===== src/rtl/picoctrl_seq.sv =====
// picoctrl_seq: run-time programmable micro-sequencer; clk/reset_n, run start/release, cond_in (synchronised), prog_we/addr/data RAM load port (IDLE/HALT only), reg_out/reg_wr output registers, pc/busy/halted/err status
module picoctrl_seq #(
  parameter int ADDR_W = 5,
  parameter int DATA_W = 8,
  parameter int NUM_REG = 4,
  parameter int NUM_COND = 4,
  parameter int CALL_DEPTH = 2,
  localparam int RS_W = $clog2(NUM_REG),
  localparam int CS_W = $clog2(NUM_COND),
  localparam int INSTR_W = DATA_W + RS_W + CS_W + 5
) (
  input  logic                        clk,
  input  logic                        reset_n,
  input  logic                        run,
  input  logic [NUM_COND-1:0]         cond_in,
  input  logic                        prog_we,
  input  logic [ADDR_W-1:0]           prog_addr,
  input  logic [INSTR_W-1:0]          prog_data,
  output logic [NUM_REG*DATA_W-1:0]   reg_out,
  output logic [NUM_REG-1:0]          reg_wr,
  output logic [ADDR_W-1:0]           pc,
  output logic                        busy,
  output logic                        halted,
  output logic                        err
);
  localparam int SP_W = $clog2(CALL_DEPTH + 1);
  typedef enum logic [2:0] {S_IDLE, S_FETCH, S_EXEC, S_DELAY, S_HALT} state_t;
  state_t state_q, state_d;
  logic [ADDR_W-1:0] pc_q, pc_d, pc_inc;
  logic [SP_W-1:0] sp_q, sp_d;
  logic [ADDR_W-1:0] stack_q [2**SP_W];
  logic [ADDR_W-1:0] stack_d [2**SP_W];
  logic [DATA_W-1:0] dcnt_q, dcnt_d;
  logic [DATA_W-1:0] regs_q [NUM_REG];
  logic [DATA_W-1:0] regs_d [NUM_REG];
  logic [NUM_REG-1:0] reg_wr_q, reg_wr_d;
  logic err_q, err_d;
  logic [NUM_COND-1:0] sync1_q, sync2_q;
  logic [INSTR_W-1:0] mem [2**ADDR_W];
  logic [INSTR_W-1:0] instr_q;
  logic [DATA_W-1:0] imm;
  logic [RS_W-1:0] rsel;
  logic [2:0] op;
  logic pol, cen, exec_ok;
  logic [CS_W-1:0] cidx;
  assign imm = instr_q[DATA_W-1:0];
  assign rsel = instr_q[DATA_W +: RS_W];
  assign op = instr_q[DATA_W+RS_W +: 3];
  assign pol = instr_q[DATA_W+RS_W+3];
  assign cidx = instr_q[DATA_W+RS_W+4 +: CS_W];
  assign cen = instr_q[INSTR_W-1];
  assign exec_ok = !cen || (sync2_q[cidx] == pol);
  assign pc_inc = pc_q + 1'b1;
  always_ff @(posedge clk) begin
    if (prog_we && (state_q == S_IDLE || state_q == S_HALT)) mem[prog_addr] <= prog_data;
    instr_q <= mem[pc_q];
  end
  always_comb begin
    state_d = state_q;
    pc_d = pc_q;
    sp_d = sp_q;
    stack_d = stack_q;
    dcnt_d = dcnt_q;
    regs_d = regs_q;
    reg_wr_d = '0;
    err_d = err_q;
    case (state_q)
      S_IDLE: begin
        pc_d = '0;
        state_d = run ? S_FETCH : S_IDLE;
      end
      S_FETCH: state_d = S_EXEC;
      S_EXEC: begin
        state_d = S_FETCH;
        pc_d = pc_inc;
        if (exec_ok) begin
          case (op)
            3'b001: begin
              regs_d[rsel] = imm;
              reg_wr_d[rsel] = 1'b1;
            end
            3'b010: pc_d = imm[ADDR_W-1:0];
            3'b011: if (imm != '0) begin
              state_d = S_DELAY;
              pc_d = pc_q;
              dcnt_d = imm - 1'b1;
            end
            3'b100: if (sp_q == SP_W'(CALL_DEPTH)) begin
              err_d = 1'b1;
              state_d = S_HALT;
              pc_d = pc_q;
            end else begin
              stack_d[sp_q] = pc_inc;
              sp_d = sp_q + 1'b1;
              pc_d = imm[ADDR_W-1:0];
            end
            3'b101: if (sp_q == '0) begin
              err_d = 1'b1;
              state_d = S_HALT;
              pc_d = pc_q;
            end else begin
              sp_d = sp_q - 1'b1;
              pc_d = stack_q[sp_q - 1'b1];
            end
            3'b110: begin
              state_d = S_HALT;
              pc_d = pc_q;
            end
            default: ;
          endcase
        end
      end
      S_DELAY: begin
        state_d = (dcnt_q == '0) ? S_FETCH : S_DELAY;
        pc_d = (dcnt_q == '0) ? pc_inc : pc_q;
        dcnt_d = (dcnt_q == '0) ? dcnt_q : dcnt_q - 1'b1;
      end
      S_HALT: if (!run) begin
        state_d = S_IDLE;
        pc_d = '0;
        sp_d = '0;
      end
      default: state_d = S_IDLE;
    endcase
  end
  always_ff @(posedge clk or negedge reset_n) begin
    if (!reset_n) begin
      state_q <= S_IDLE;
      pc_q <= '0;
      sp_q <= '0;
      stack_q <= '{default: '0};
      dcnt_q <= '0;
      regs_q <= '{default: '0};
      reg_wr_q <= '0;
      err_q <= 1'b0;
      sync1_q <= '0;
      sync2_q <= '0;
    end else begin
      state_q <= state_d;
      pc_q <= pc_d;
      sp_q <= sp_d;
      stack_q <= stack_d;
      dcnt_q <= dcnt_d;
      regs_q <= regs_d;
      reg_wr_q <= reg_wr_d;
      err_q <= err_d;
      sync1_q <= cond_in;
      sync2_q <= sync1_q;
    end
  end
  for (genvar k = 0; k < NUM_REG; k++) begin : g_out
    assign reg_out[k*DATA_W +: DATA_W] = regs_q[k];
  end
  assign reg_wr = reg_wr_q;
  assign pc = pc_q;
  assign err = err_q;
  assign busy = state_q == S_FETCH || state_q == S_EXEC || state_q == S_DELAY;
  assign halted = state_q == S_HALT;
endmodule


===== config.mk =====
export PLATFORM = sky130hd
export DESIGN_NAME = picoctrl_seq
export DESIGN_NICKNAME = d
export VERILOG_FILES = /design/src/rtl/picoctrl_seq.sv
export SDC_FILE = /design/constraint.sdc
export NUM_CORES = 1
export LEC_CHECK = 0
export ABC_AREA = 1
export CAP_MARGIN = 20
export CELL_PAD_IN_SITES_DETAIL_PLACEMENT = 1
export CELL_PAD_IN_SITES_GLOBAL_PLACEMENT = 1
export CORE_MARGIN = 2
export CORE_UTILIZATION = 50
export CTS_BUF_LIST = sky130_fd_sc_hd__clkbuf_16
export CTS_CLUSTER_DIAMETER = 40
export DETAILED_ROUTE_END_ITERATION = 8
export PLACE_DENSITY = 0.9
export SETUP_SLACK_MARGIN = 0.1
export SLEW_MARGIN = 20
export SYNTH_ARGS = -nofsm -noshare
export SYNTH_HDL_FRONTEND = slang
export SYNTH_SLANG_ARGS = --single-unit

===== constraint.sdc =====
create_clock -name clk -period 2.5 [get_ports clk]
set_input_delay 0.5 -clock clk [delete_from_list [all_inputs] [get_ports clk]]
set_output_delay 0.5 -clock clk [all_outputs]
set_load 0.005 [all_outputs]

# == Yosys cells after proc, flatten, opt, wreduce, memory -nomap -nowiden ==
# Memory sizes are Yosys's and may differ from the RTL's. A register that Yosys moved wholly into a read port is not among the register bits.
# Cells that the tools add are included.
# Widths: inputs -> output; s select.
# word_totals
register_bits,83
ram_bits,544
inputBits,30
output_inout_bits,44
word_cells,133
memories,1
# mem_list
memory,words,width,rd,rd_clocked_by_memory_dff,wr,line,text
mem,32,17,1,1,1,39,logic [INSTR_W-1:0] mem [2**ADDR_W];
# op_classes
addsub,5
magnitude_cmp,8
eq_ne,27
muxes,49
bitwise,4
n_reduce_logical,23
# op_table
op,n
$mux 5,9
$mux 8,5
$bwmux 32,1
$pmux 5 s5,1
$bwmux 20,1
$pmux 5 s4,1
$demux 8 s2,1
$pmux 8 s2,1
$sub 8x1->8 const B,2
$pmux 3 s5,1
$ne 2x2->1 const B,7
$eq 3x2->1 const B,4
$eq 3x3->1 const B,4
$mux 2,6
$mux 3,4
$mux 4,3
$ne 4x4->1 const B,3
$pmux 3 s4,1
$bmux 5 s2,1
$demux 5 s2,1
$reduce_and 5->1,2
$ge 3x3->1 const B,3
$ne 3x3->1 const B,3
$not 2->3,3
30 further kinds,48

# == Longest topological paths before layout ==
# depth
word_depth,9
depth_mapped,13
ltp_nobuf,12

# == Worst setup path after synthesis ==
# OpenSTA, ideal clock, no wires.
# synth_timing
kind,register to register
start,register state_q[0]
end,"memory mem[0][0] (netlist name), enable pin"
setup_ns,0.391
t_arrival_ns,1.800
required_ns,2.109
path_slack_ns,0.309
path_stages_with_launch,6
path_buffers,0
period_less_slack_ns,2.191
path_cell_list,dfrtp_1 -> nor2_1 -> inv_1 -> nor2_1 -> nand3_1 -> nor2_1
# synth_via
elab_chain_cells,5
word_cells_on_any_way,6
cone_classes,eq/ne (1); mux (2); reduce/logical (3)
# synth_rtl
item,line,text
"start, declared",28,"state_t state_q, state_d;"
"start signal, assigned",139,state_q <= state_d;
$eq 3x3->1 / $logic_not 3->1 (equally long branches),55,if (prog_we && (state_q == S_IDLE || state_q == S_HALT)) mem[prog_addr] <= prog_data;
$logic_or 1x1->1 *,55,
$logic_and 1x1->1 *,55,
$mux 1 *,55,
$mux 1 (not written as such) *,55,
"end, declared",39,
# Every way passes the cells marked *; elsewhere a longest branch is shown, timed or not.

==> flow_summary.ini <==
[yosys]
synth_seq_cells = 644
synth_cell_types = 38
synth_fp_nets = 2215
yosysWarningCount = 0
yosysSeqAreaShare_pct = 72.19
ys_async_sr_fraction_pct = 12.89
synth_edf_count = 544
synthesis.area_um2 = 25980
synth_ff_type = edfxtp_1
synthesis.instances = 2179
synth_area_per_cell_um2 = 11.92

[layout]
layoutNonFillerInstCount = 3100
layout_commonest_cell = edfxtp_1
final_cell_mix = edfxtp_1 (544), nand2_1 (330), nor2_1 (295)
drive_gt1_share_pct = 14.26
final_util_pct = 61.60
final_nets = 2383
syn_to_final_growth_pct = 21.65

[placed_design]
dp_slack_ns = -0.2015
post-place-cells = 2931
place.gp.congestion = 0.8902
dp_hpwl_mm = 53.22
port_buffers = 73

[floorplanning]
rows = 83
initial_core_util_pct = 50.63
fp.dieH_um = 231.9
coreArea_um2 = 51300
die_w_um = 231.9
die_area_um2 = 53790
boundaryPins = 74

[global_routing]
track_usage_pct = 34.27
grt_overflow = 0
grt_pass1_wl_mm = 134.6
grt_max_degree = 76
grt_pass1_vias = 21300
antenna_found_initial = 5

[clocking]
path_clk_slew_ns = 0.06
clock_latency_ns = 0.64
cts_sinks = 644
cts_root_buf = clkbuf_16
clock_path_buffers = 3
h-tree-depth = 3
cts_tree = yes
cts_inserted_buffers = 86

[job]
drv_cap = 0

[timing]
final_max_slew_viol_count = 0
fin_crit_sh_pct = 101.4
fin_crit_ns = 2.536
setup_slack_ns = -0.03624
fin_hold_ws_ns = 0.3286
relSlewSlack_pct = 43.52
skew_ns = 0.02108
report.final.setup_viol = 1
worst_slew_pin_slew_ns = 0.8395
rsz0062_at_grt = yes
hold_violations = 0
clock.fmax_mhz = 394.3

[setup_path]
end_kind = register
r2r_setup_slack_ns = -0.04
crit_type = reg2reg
critPathMaxFanout = 32
crit_path_start_kind = register
worstPathRequired_ns = 2.99
r2r_cells = 9
r2r-start = pc[0]
reg2reg_to = instr_q[14]
crit_start = pc[0]
crit_end = instr_q[14]
arrival_ns = 3.03

[status]
violations = negative setup slack
status = finished with violations

[routing]
drcViolationCount = 0
wirelength_mm = 91.55
first_iter_violations = 2456
via_count = 19800
postRouteAntennaNets = 0
viasPerCell = 6.386
wire_per_inst_um = 29.53
drt-pass1-iter-count = 8

[power_and_ir_drop]
peakVddDrop_mv = 0.7886
p_leak_nw = 11.65
power_mw = 35.97
power_density_nw_per_um2 = 1138

[hold_path]
worstHoldPathType = in2reg
hp-start = cond_in[3]
-- Yosys cell counts, drive strengths merged (52+ instances only) --
cell type / number / area share (%)
edfxtp: 544 / 63
o21ai: 344 / 6.9
nand2: 332 / 4.8
nor2: 306 / 4.7
a21oi: 101 / 2.0
dfrtp: 83 / 8.0
clkbuf: 77 / 1.2
o22ai: 73 / 1.8
inv: 70 / 1.0
nor3: 62 / 1.2
buf: 56 / 1.3
nand3: 52 / 1.2
-- sequential cells by signal, indices dropped and copies added (netlist names) --
name,flops
dcnt_q,8
err,1
instr_q,17
mem,544
pc,5
reg_out,32
reg_wr,4
sp_q,2
stack_q,20
state_q,3
sync1_q,4
sync2_q,4
-- cell families (layout without fill, tap and decap cells) --
group                    count (synthesis)  after routing  share of synthesized area [%]
AND/OR/NAND/NOR                        788            788                          12.89
flip-flops                             644            644                          72.19
AO/OA/AOI/OAI                          527            527                          10.87
buffers and inverters                  205            445                          3.454
XOR/XNOR                                 9              9                         0.3035
adder cells (fa/ha/maj)                  6              6                         0.2890
other                                    0              1                              0
-- through the flow --
step                      cell area (um^2)  setup TNS (ns)
after floorplan                      25980               0
after global placement               28440          -2.602
after detailed placement             28440          -68.60
after CTS                            31510               0
after global routing                 31600         -0.1471
final                                31600        -0.03624
-- worst max-delay path, stage by stage, from the launching register on --
cell	delay, ns
dfrtp_4	0.55
inv_8	0.11
buf_12	0.18
buf_4	0.16
o21ai_0	0.29
o22ai_1	0.22
nand2_1	0.15
nand2_1	0.08
o21ai_1	0.47
nand2_1	0.15
-- power by group --
part	leakage, nW	internal, mW	switching (mW)	total (mW)
clock	1.46	7.38	5.12	12.5
combinational	4.06	3.20	7.44	10.6
sequential	6.13	12.3	0.547	12.8
total	11.7	22.9	13.1	36.0
-- layout make-up --
class	count	area (um^2)
fill	5052	19700
antenna	1	2.502
clock buffer	88	2202
clock inverter	72	694.4
multi-input combinational	1330	6430
sequential	644	18760
inverter	72	284.0
timing repair buffer	213	2376
tap	680	850.8
-- worst min-delay path by stage --
stage | end | slack, ns | depth (start not counted)
floorplan | dcnt_q[0] | 0.20 | 0
global placement | sync2_q[2] | 0.34 | 0
detailed placement | sync2_q[0] | 0.34 | 0
CTS | sync1_q[3] | 0.32 | 1
global route | sync1_q[3] | 0.32 | 1
finish | sync1_q[3] | 0.33 | 1
-- routing by layer --
metal	part of all wire [%]	up-vias	GRT usage, %
li1	-	8154	-
met1	34	9765	39.26
met2	49	1418	57.19
met3	9.6	453	7.736
met4	7.7	6	23.88
met5	0.045	-	0
-- timing repair --
action | 4_1_cts | 5_1_grt
gates resized for setup | 18 | 21
pin swaps | 0 | 1
setup endpoints to repair | 81 | 60
hold buffers | 1 | 0
setup buffers | 4 | 0
gates cloned | 2 | 1
endpoints found under the hold margin | 40 | 0
Note: power is estimated with default switching activity, not from simulation.
